`src/rtl/aes_uart_sequencer_if.sv`:
```
// Handshake and operand bundle between the UART byte links, the masked AES core
// and the command sequencer.
interface aes_uart_sequencer_if #(
  parameter int NBYTES = 16
) ();
  logic                  rx_valid;
  logic [7:0]            rx_data;
  logic                  tx_valid;
  logic                  tx_ready;
  logic [7:0]            tx_data;
  logic [8*NBYTES-1:0]   aes_key;
  logic [8*NBYTES-1:0]   aes_mask;
  logic [8*NBYTES-1:0]   aes_pt;
  logic                  aes_start;
  logic                  aes_done;
  logic [8*NBYTES-1:0]   aes_ct;
  logic                  io_done;
  logic                  busy;
  logic                  rx_overrun;

  // Sequencer side.
  modport master (
    input  rx_valid, rx_data, tx_ready, aes_done, aes_ct,
    output tx_valid, tx_data, aes_key, aes_mask, aes_pt, aes_start,
           io_done, busy, rx_overrun
  );

  // Environment side: UART links and the AES core.
  modport slave (
    output rx_valid, rx_data, tx_ready, aes_done, aes_ct,
    input  tx_valid, tx_data, aes_key, aes_mask, aes_pt, aes_start,
           io_done, busy, rx_overrun
  );
endinterface

```
`src/rtl/aes_uart_sequencer.sv`:
```
// Command sequencer: loads key/mask/plaintext from UART bytes, runs one masked AES
// encryption, and streams the ciphertext (or a one-byte error code) back out.
module aes_uart_sequencer #(
  parameter int NBYTES  = 16,
  parameter int TIMEOUT = 1023
) (
  input  logic                 io_clk,
  input  logic                 io_reset,
  aes_uart_sequencer_if.master bus
);
  localparam int BW  = 8 * NBYTES;
  localparam int BCW = (NBYTES > 1) ? $clog2(NBYTES) : 1;
  localparam int TCW = (TIMEOUT > 0) ? $clog2(TIMEOUT + 1) : 1;

  localparam logic [BCW-1:0] LAST_BYTE = BCW'(NBYTES - 1);
  localparam logic [TCW-1:0] LAST_WAIT = TCW'(TIMEOUT - 1);

  localparam logic [7:0] CMD_KEY  = 8'h4B;
  localparam logic [7:0] CMD_MASK = 8'h4D;
  localparam logic [7:0] CMD_ENC  = 8'h45;
  localparam logic [7:0] ERR_CMD  = 8'h3F;
  localparam logic [7:0] ERR_TMO  = 8'h54;

  typedef enum logic [2:0] {
    S_IDLE, S_LOAD_KEY, S_LOAD_MASK, S_LOAD_PT, S_START, S_WAIT, S_SEND, S_ERR
  } state_e;

  state_e           state_q, state_d;
  logic [BW-1:0]    sh_q, sh_d;
  logic [BCW-1:0]   byte_cnt_q, byte_cnt_d;
  logic             commit_q, commit_d;
  logic [TCW-1:0]   tmo_q, tmo_d;
  logic [BW-1:0]    key_q, key_d;
  logic [BW-1:0]    mask_q, mask_d;
  logic [BW-1:0]    pt_q, pt_d;
  logic [7:0]       err_q, err_d;
  logic             io_done_q, io_done_d;
  logic             overrun_q, overrun_d;

  logic             tx_valid_c;
  logic [7:0]       tx_data_c;
  logic             aes_start_c;

  always_comb begin
    // NOTE: combinational logic uses blocking assignments and gives every target a
    // default first, so no path can leave a value unassigned and infer a latch.
    state_d     = state_q;
    sh_d        = sh_q;
    byte_cnt_d  = byte_cnt_q;
    commit_d    = 1'b0;
    tmo_d       = tmo_q;
    key_d       = key_q;
    mask_d      = mask_q;
    pt_d        = pt_q;
    err_d       = err_q;
    io_done_d   = io_done_q;
    overrun_d   = overrun_q;
    tx_valid_c  = 1'b0;
    tx_data_c   = 8'h00;
    aes_start_c = 1'b0;

    case (state_q)
      S_IDLE: begin
        if (bus.rx_valid) begin
          io_done_d  = 1'b0;
          byte_cnt_d = '0;
          case (bus.rx_data)
            CMD_KEY:  state_d = S_LOAD_KEY;
            CMD_MASK: state_d = S_LOAD_MASK;
            CMD_ENC:  state_d = S_LOAD_PT;
            default: begin
              err_d   = ERR_CMD;
              state_d = S_ERR;
            end
          endcase
        end
      end

      S_LOAD_KEY, S_LOAD_MASK, S_LOAD_PT: begin
        // The commit cycle follows the final byte; operands only ever change here.
        if (commit_q) begin
          if (state_q == S_LOAD_KEY)       key_d  = sh_q;
          else if (state_q == S_LOAD_MASK) mask_d = sh_q;
          else                             pt_d   = sh_q;
          state_d = (state_q == S_LOAD_PT) ? S_START : S_IDLE;
        end else if (bus.rx_valid) begin
          sh_d = {sh_q[BW-9:0], bus.rx_data};
          if (byte_cnt_q == LAST_BYTE) begin
            byte_cnt_d = '0;
            commit_d   = 1'b1;
          end else begin
            byte_cnt_d = byte_cnt_q + 1'b1;
          end
        end
      end

      S_START: begin
        aes_start_c = 1'b1;
        tmo_d       = '0;
        state_d     = S_WAIT;
      end

      S_WAIT: begin
        tmo_d = tmo_q + 1'b1;
        // A completion landing on the final wait cycle still wins over the timeout.
        if (bus.aes_done) begin
          sh_d       = bus.aes_ct;
          byte_cnt_d = '0;
          state_d    = S_SEND;
        end else if (tmo_q == LAST_WAIT) begin
          err_d   = ERR_TMO;
          state_d = S_ERR;
        end
      end

      S_SEND: begin
        tx_valid_c = 1'b1;
        tx_data_c  = sh_q[BW-1 -: 8];
        if (bus.tx_ready) begin
          sh_d = {sh_q[BW-9:0], 8'h00};
          if (byte_cnt_q == LAST_BYTE) begin
            byte_cnt_d = '0;
            io_done_d  = 1'b1;
            state_d    = S_IDLE;
          end else begin
            byte_cnt_d = byte_cnt_q + 1'b1;
          end
        end
      end

      S_ERR: begin
        tx_valid_c = 1'b1;
        tx_data_c  = err_q;
        if (bus.tx_ready) state_d = S_IDLE;
      end

      default: state_d = S_IDLE;
    endcase

    if (bus.rx_valid && (state_q inside {S_START, S_WAIT, S_SEND, S_ERR}))
      overrun_d = 1'b1;
  end

  always_ff @(posedge io_clk or negedge io_reset) begin
    // NOTE: the committed operand registers are reset as well, so an aborted run
    // never leaves key material visible to the core.
    if (!io_reset) begin
      state_q    <= S_IDLE;
      sh_q       <= '0;
      byte_cnt_q <= '0;
      commit_q   <= 1'b0;
      tmo_q      <= '0;
      key_q      <= '0;
      mask_q     <= '0;
      pt_q       <= '0;
      err_q      <= 8'h00;
      io_done_q  <= 1'b0;
      overrun_q  <= 1'b0;
    end else begin
      state_q    <= state_d;
      sh_q       <= sh_d;
      byte_cnt_q <= byte_cnt_d;
      commit_q   <= commit_d;
      tmo_q      <= tmo_d;
      key_q      <= key_d;
      mask_q     <= mask_d;
      pt_q       <= pt_d;
      err_q      <= err_d;
      io_done_q  <= io_done_d;
      overrun_q  <= overrun_d;
    end
  end

  assign bus.tx_valid   = tx_valid_c;
  assign bus.tx_data    = tx_data_c;
  assign bus.aes_start  = aes_start_c;
  assign bus.aes_key    = key_q;
  assign bus.aes_mask   = mask_q;
  assign bus.aes_pt     = pt_q;
  assign bus.io_done    = io_done_q;
  assign bus.busy       = (state_q != S_IDLE);
  assign bus.rx_overrun = overrun_q;
endmodule

```
`src/flat_wrapper.sv`:
```
// flat-port wrapper written by rule: the top's interface ports become plain ports
module aes_uart_sequencer_flat 
#(
  parameter int NBYTES  = 16,
  parameter int TIMEOUT = 1023
)
  (io_clk, io_reset, bus_rx_valid, bus_rx_data, bus_tx_ready, bus_aes_done, bus_aes_ct, bus_tx_valid, bus_tx_data, bus_aes_key, bus_aes_mask, bus_aes_pt, bus_aes_start, bus_io_done, bus_busy, bus_rx_overrun);
  aes_uart_sequencer_if #(.NBYTES(NBYTES)) bus_i ();
  input  logic io_clk;
  input  logic io_reset;
  input wire logic [$bits(bus_i.rx_valid)-1:0] bus_rx_valid;
  input wire logic [$bits(bus_i.rx_data)-1:0] bus_rx_data;
  input wire logic [$bits(bus_i.tx_ready)-1:0] bus_tx_ready;
  input wire logic [$bits(bus_i.aes_done)-1:0] bus_aes_done;
  input wire logic [$bits(bus_i.aes_ct)-1:0] bus_aes_ct;
  output wire logic [$bits(bus_i.tx_valid)-1:0] bus_tx_valid;
  output wire logic [$bits(bus_i.tx_data)-1:0] bus_tx_data;
  output wire logic [$bits(bus_i.aes_key)-1:0] bus_aes_key;
  output wire logic [$bits(bus_i.aes_mask)-1:0] bus_aes_mask;
  output wire logic [$bits(bus_i.aes_pt)-1:0] bus_aes_pt;
  output wire logic [$bits(bus_i.aes_start)-1:0] bus_aes_start;
  output wire logic [$bits(bus_i.io_done)-1:0] bus_io_done;
  output wire logic [$bits(bus_i.busy)-1:0] bus_busy;
  output wire logic [$bits(bus_i.rx_overrun)-1:0] bus_rx_overrun;
  assign bus_i.rx_valid = bus_rx_valid;
  assign bus_i.rx_data = bus_rx_data;
  assign bus_i.tx_ready = bus_tx_ready;
  assign bus_i.aes_done = bus_aes_done;
  assign bus_i.aes_ct = bus_aes_ct;
  assign bus_tx_valid = bus_i.tx_valid;
  assign bus_tx_data = bus_i.tx_data;
  assign bus_aes_key = bus_i.aes_key;
  assign bus_aes_mask = bus_i.aes_mask;
  assign bus_aes_pt = bus_i.aes_pt;
  assign bus_aes_start = bus_i.aes_start;
  assign bus_io_done = bus_i.io_done;
  assign bus_busy = bus_i.busy;
  assign bus_rx_overrun = bus_i.rx_overrun;
  aes_uart_sequencer #(.NBYTES(NBYTES), .TIMEOUT(TIMEOUT)) u_core (.io_clk(io_clk), .io_reset(io_reset), .bus(bus_i));
endmodule
```
`config.mk`:
```
export PLATFORM = sky130hd
export DESIGN_NAME = aes_uart_sequencer_flat
export DESIGN_NICKNAME = d
export VERILOG_FILES = /design/src/rtl/aes_uart_sequencer_if.sv /design/src/rtl/aes_uart_sequencer.sv /design/src/flat_wrapper.sv
export SDC_FILE = /design/constraint.sdc
export NUM_CORES = 1
export LEC_CHECK = 0
export ABC_AREA = 1
export ABC_CLOCK_PERIOD_IN_PS = 1990
export CAP_MARGIN = 20
export CORE_MARGIN = 2
export CORE_UTILIZATION = 49
export DETAILED_ROUTE_END_ITERATION = 8
export PLACE_DENSITY = 0.78
export SLEW_MARGIN = 20
export SYNTH_ARGS = -nofsm -noshare
export SYNTH_HDL_FRONTEND = slang
export SYNTH_SLANG_ARGS = --single-unit
```
`constraint.sdc`:
```
create_clock -name io_clk -period 1.99 [get_ports io_clk]
set_clock_uncertainty 0.1 [all_clocks]
set_input_delay 0.2985 -clock io_clk [delete_from_list [all_inputs] [get_ports io_clk]]
set_output_delay 0.2985 -clock io_clk [all_outputs]
set_load 0.03 [all_outputs]
```
==> key figures <==
Run status
  • Status: complete, but fails checks
  • Failing checks: negative setup slack

Drt
  • DRT Wirelength: 73.2 mm
  • Initial DRC count: 2157
  • DRC Markers: 0
  • Vias/cell: 5.53
  • Routed Antenna Nets: 0
  • Vias post-DR: 19000
  • Pre-Repair DR Iteration Count: 5
  • Drt wl/cell: 21.3 µm

Pwr
  • Clock power frac: 30.0%
  • Logic gate share of total power: 34.9%
  • Sw frac: 35.0%
  • Pwr Density: 1240 nW/µm²
  • P_leak: 15.9 nW
  • Psw: 0.0129 W
  • Seq pwr share: 35.1%
  • VDD IR-drop max: 0.774 mV
  • P_int: 0.0239 W

Yosys
  • Mux contribution to synthesized area: 0%
  • Prevailing post-synth register cell: dfrtp_1
  • Mapped Area: 21000 µm²
  • Synth warn: 0
  • Compound-Gate Fraction of Synth Area: 15.8%
  • Synth Area in Adders: 0.179%
  • Seq/Total Area, Yosys: 63.7%
  • XOR/XNOR Fraction of Synth Area: 0.125%
  • Synth Area in Simple Gates: 14.5%
  • Avg Inst Size Synth: 9.16 µm²
  • Post-synth ARST share: 100%
  • Number of library cell types mapped by synthesis: 28
  • Largest family of logic cells by synthesized area: compound AO/OA/AOI/OAI gates
  • FF+latch count, synth: 535
  • Syn_nets: 2440
  • Number of synthesized flops with an enable pin: 0
  • Post-Synthesis Cells: 2296

Timing
  • Crit path time final: 2190 ps
  • Normalized max-slew margin: 37.1%
  • WHS: 109 ps
  • Setup violators final: 189
  • Fmax: 0.457 GHz
  • Crit share post-route: 110%
  • RSZ-0062 raised after global routing: true
  • Total Neg Setup Slack: -16650 ps
  • Final WS setup: -198 ps
  • Pins over their slew limit: 0
  • Worst Max-Slew Pin Slew: 943 ps
  • Final Hold Violating Endpoints: 0

Global route
  • Pin count of the biggest net entering global routing: 193
  • Vias in the first global route: 18300
  • Gr usage total: 29.9%
  • Antenna violations before repair: 3
  • First-pass GRT wire length: 104 mm
  • Grt total ovfl: 0

Floorplan
  • Die height: 211 µm
  • Die width: 211 µm
  • # rows: 75
  • Initial Utilization: 49.9%
  • I/O pin total: 538
  • DIE AREA: 44600 µm²
  • Core area: 42100 µm²

Layout
  • Layout area overhead: 41.5%
  • Commonest non-fill, non-tap cell in the layout: nand2_1
  • Nets@finish: 2997
  • Layout cells sized above 1: 8.45%
  • FF+latch area: 13400 µm²
  • Fillers: 3152
  • Final core occ: 70.6%
  • Multi-input gate area: 6660 µm²
  • Commonest cells after routing, fill and taps aside: 718 x nand2_1, 533 x dfrtp_1, 512 x o21ai_0

Job
  • Max_cap viols: 0

Clock network
  • Clk sinks: 535
  • TritonCTS buffer count: 53
  • Max Root-Sink Buffers: 3
  • TritonCTS clock tree: done
  • CTS H-tree lvls: 2
  • Worst-path clk slew: 60 ps
  • Clock root buffer: clkbuf_16
  • Clk_lat worst skew: 600 ps

Critical path
  • Worst reg2reg path depth: 12
  • Critical Path RT: 1590 ps
  • Worst R2R Start: u_core.state_q[0]
  • CP arrival: 1790 ps
  • R2R Setup Slk: -180 ps
  • Crit path cell chain: buf_4, nand2_4, buf_8, o22ai_4, buf_6
  • Delay-heaviest family, CP: buffers and inverters
  • CP Class: flip-flop to primary output
  • Worst setup EP type: primary output
  • Slowest-stage cell, CP: dfrtp_1
  • Buf/Inv on CP: 3
  • Delay of the slowest critical-path stage: 390 ps
  • Worst-path fanout max: 10
  • Startpoint types: flip-flop
  • RR Endpoint: u_core.sh_q[62]
  • Critical Path Start: u_core.state_q[2]

Placement
  • Hpwl dp: 46.9 mm
  • Setup WS pre-CTS: -5.85 ps
  • Number of port buffers: 537
  • Gpl congestion: 0.903

Min path
  • Hold Path Class: input pin to async pin
[power groups by stage]
stage               registers (W)  clock network [W]  logic (W)
global route               0.0130             0.0116     0.0139
detailed placement         0.0130                  0    0.00873
finish                     0.0129             0.0110     0.0128
floorplan                  0.0128                  0    0.00571
global placement           0.0130                  0    0.00838
CTS                        0.0128             0.0111    0.00905
[sequential cells by signal, indices dropped and copies added (netlist names)]
name,cells
u_core.bus.aes_key,128
u_core.bus.aes_mask,128
u_core.bus.aes_pt,128
u_core.bus.io_done,1
u_core.bus.rx_overrun,1
u_core.byte_cnt_q,4
u_core.commit_q,1
u_core.err_q,3
u_core.sh_q,128
u_core.state_q,3
u_core.tmo_q,10
[area by class of cell]
| cell class | count | area share (%) |
|---|---|---|
| Clock inverter | 22 | 1.17 |
| Tap cell | 539 | 2.27 |
| Timing Repair Buffer | 639 | 21.7 |
| Clock buffer | 78 | 5.36 |
| Antenna cell | 1 | 0.00842 |
| Inverter | 162 | 2.07 |
| Multi-Input combinational cell | 1462 | 22.4 |
| Sequential cell | 535 | 45.0 |
[cell usage after synthesis, drive strengths merged (2+ instances only)]
master / instances / share of area, %
nand3: 25 / 0.60
clkbuf: 107 / 1.9
a21oi: 7 / 0.17
nand2: 730 / 13
o22ai: 2 / 0.060
nor2: 28 / 0.58
buf: 34 / 0.90
o21ai: 647 / 15
inv: 162 / 2.9
ha: 3 / 0.18
nand4: 5 / 0.15
dfrtp: 535 / 64
nor3: 3 / 0.071
xor2: 3 / 0.13
[logic make-up (layout without fill, tap and decap cells)]
kind of cell	Yosys count	in the layout
xor gates and xnor gates	3	3
DFF	535	535
AOI/OAI and AO/OA	660	660
buffers and inverters	303	901
and+or+nand+nor	792	796
adders and majority gates	3	3
other	0	1
[stage by stage]
| stage | instance area, µm² | power (W) | cells |
|---|---|---|---|
| 2_1_floorplan | 21000 | 0.0185 | 2296 |
| 3_3_place_gp | 27200 | 0.0214 | 3283 |
| 3_5_place_dp | 27200 | 0.0217 | 3283 |
| 4_1_cts | 28800 | 0.0330 | 3392 |
| 5_1_grt | 29700 | 0.0385 | 3438 |
| 6_report | 29700 | 0.0368 | 3438 |
[routing by layer]
| metal | GRT usage, % | share of wire [%] | vias up |
|---|---|---|---|
| li1 | - | - | 8537 |
| met1 | 37.7 | 38 | 9322 |
| met2 | 50.0 | 49 | 988 |
| met3 | 6.99 | 8.7 | 163 |
| met4 | 12.2 | 3.8 | 4 |
| met5 | 0 | 0.031 | - |
[how the worst max path moves through the flow]
stage / end / depth (start not counted)
2_1_floorplan: bus_tx_data[0] / 5
3_3_place_gp: u_core.sh_q[89] / 9
3_5_place_dp: u_core.sh_q[50] / 9
4_1_cts: bus_tx_data[2] / 6
5_1_grt: u_core.sh_q[62] / 12
6_report: bus_tx_data[4] / 5
[what timing repair did]
item / 4_1_cts / 5_1_grt
endpoints found under the hold margin: 438 / 0
cloned: 1 / 31
hold buffers: 1 / 0
endpoints found under the setup margin: 396 / 175
setup buffers: 7 / 14
resized for setup: 416 / 48
pin swaps: 1 / 4
(Power assumes the default switching activity.)
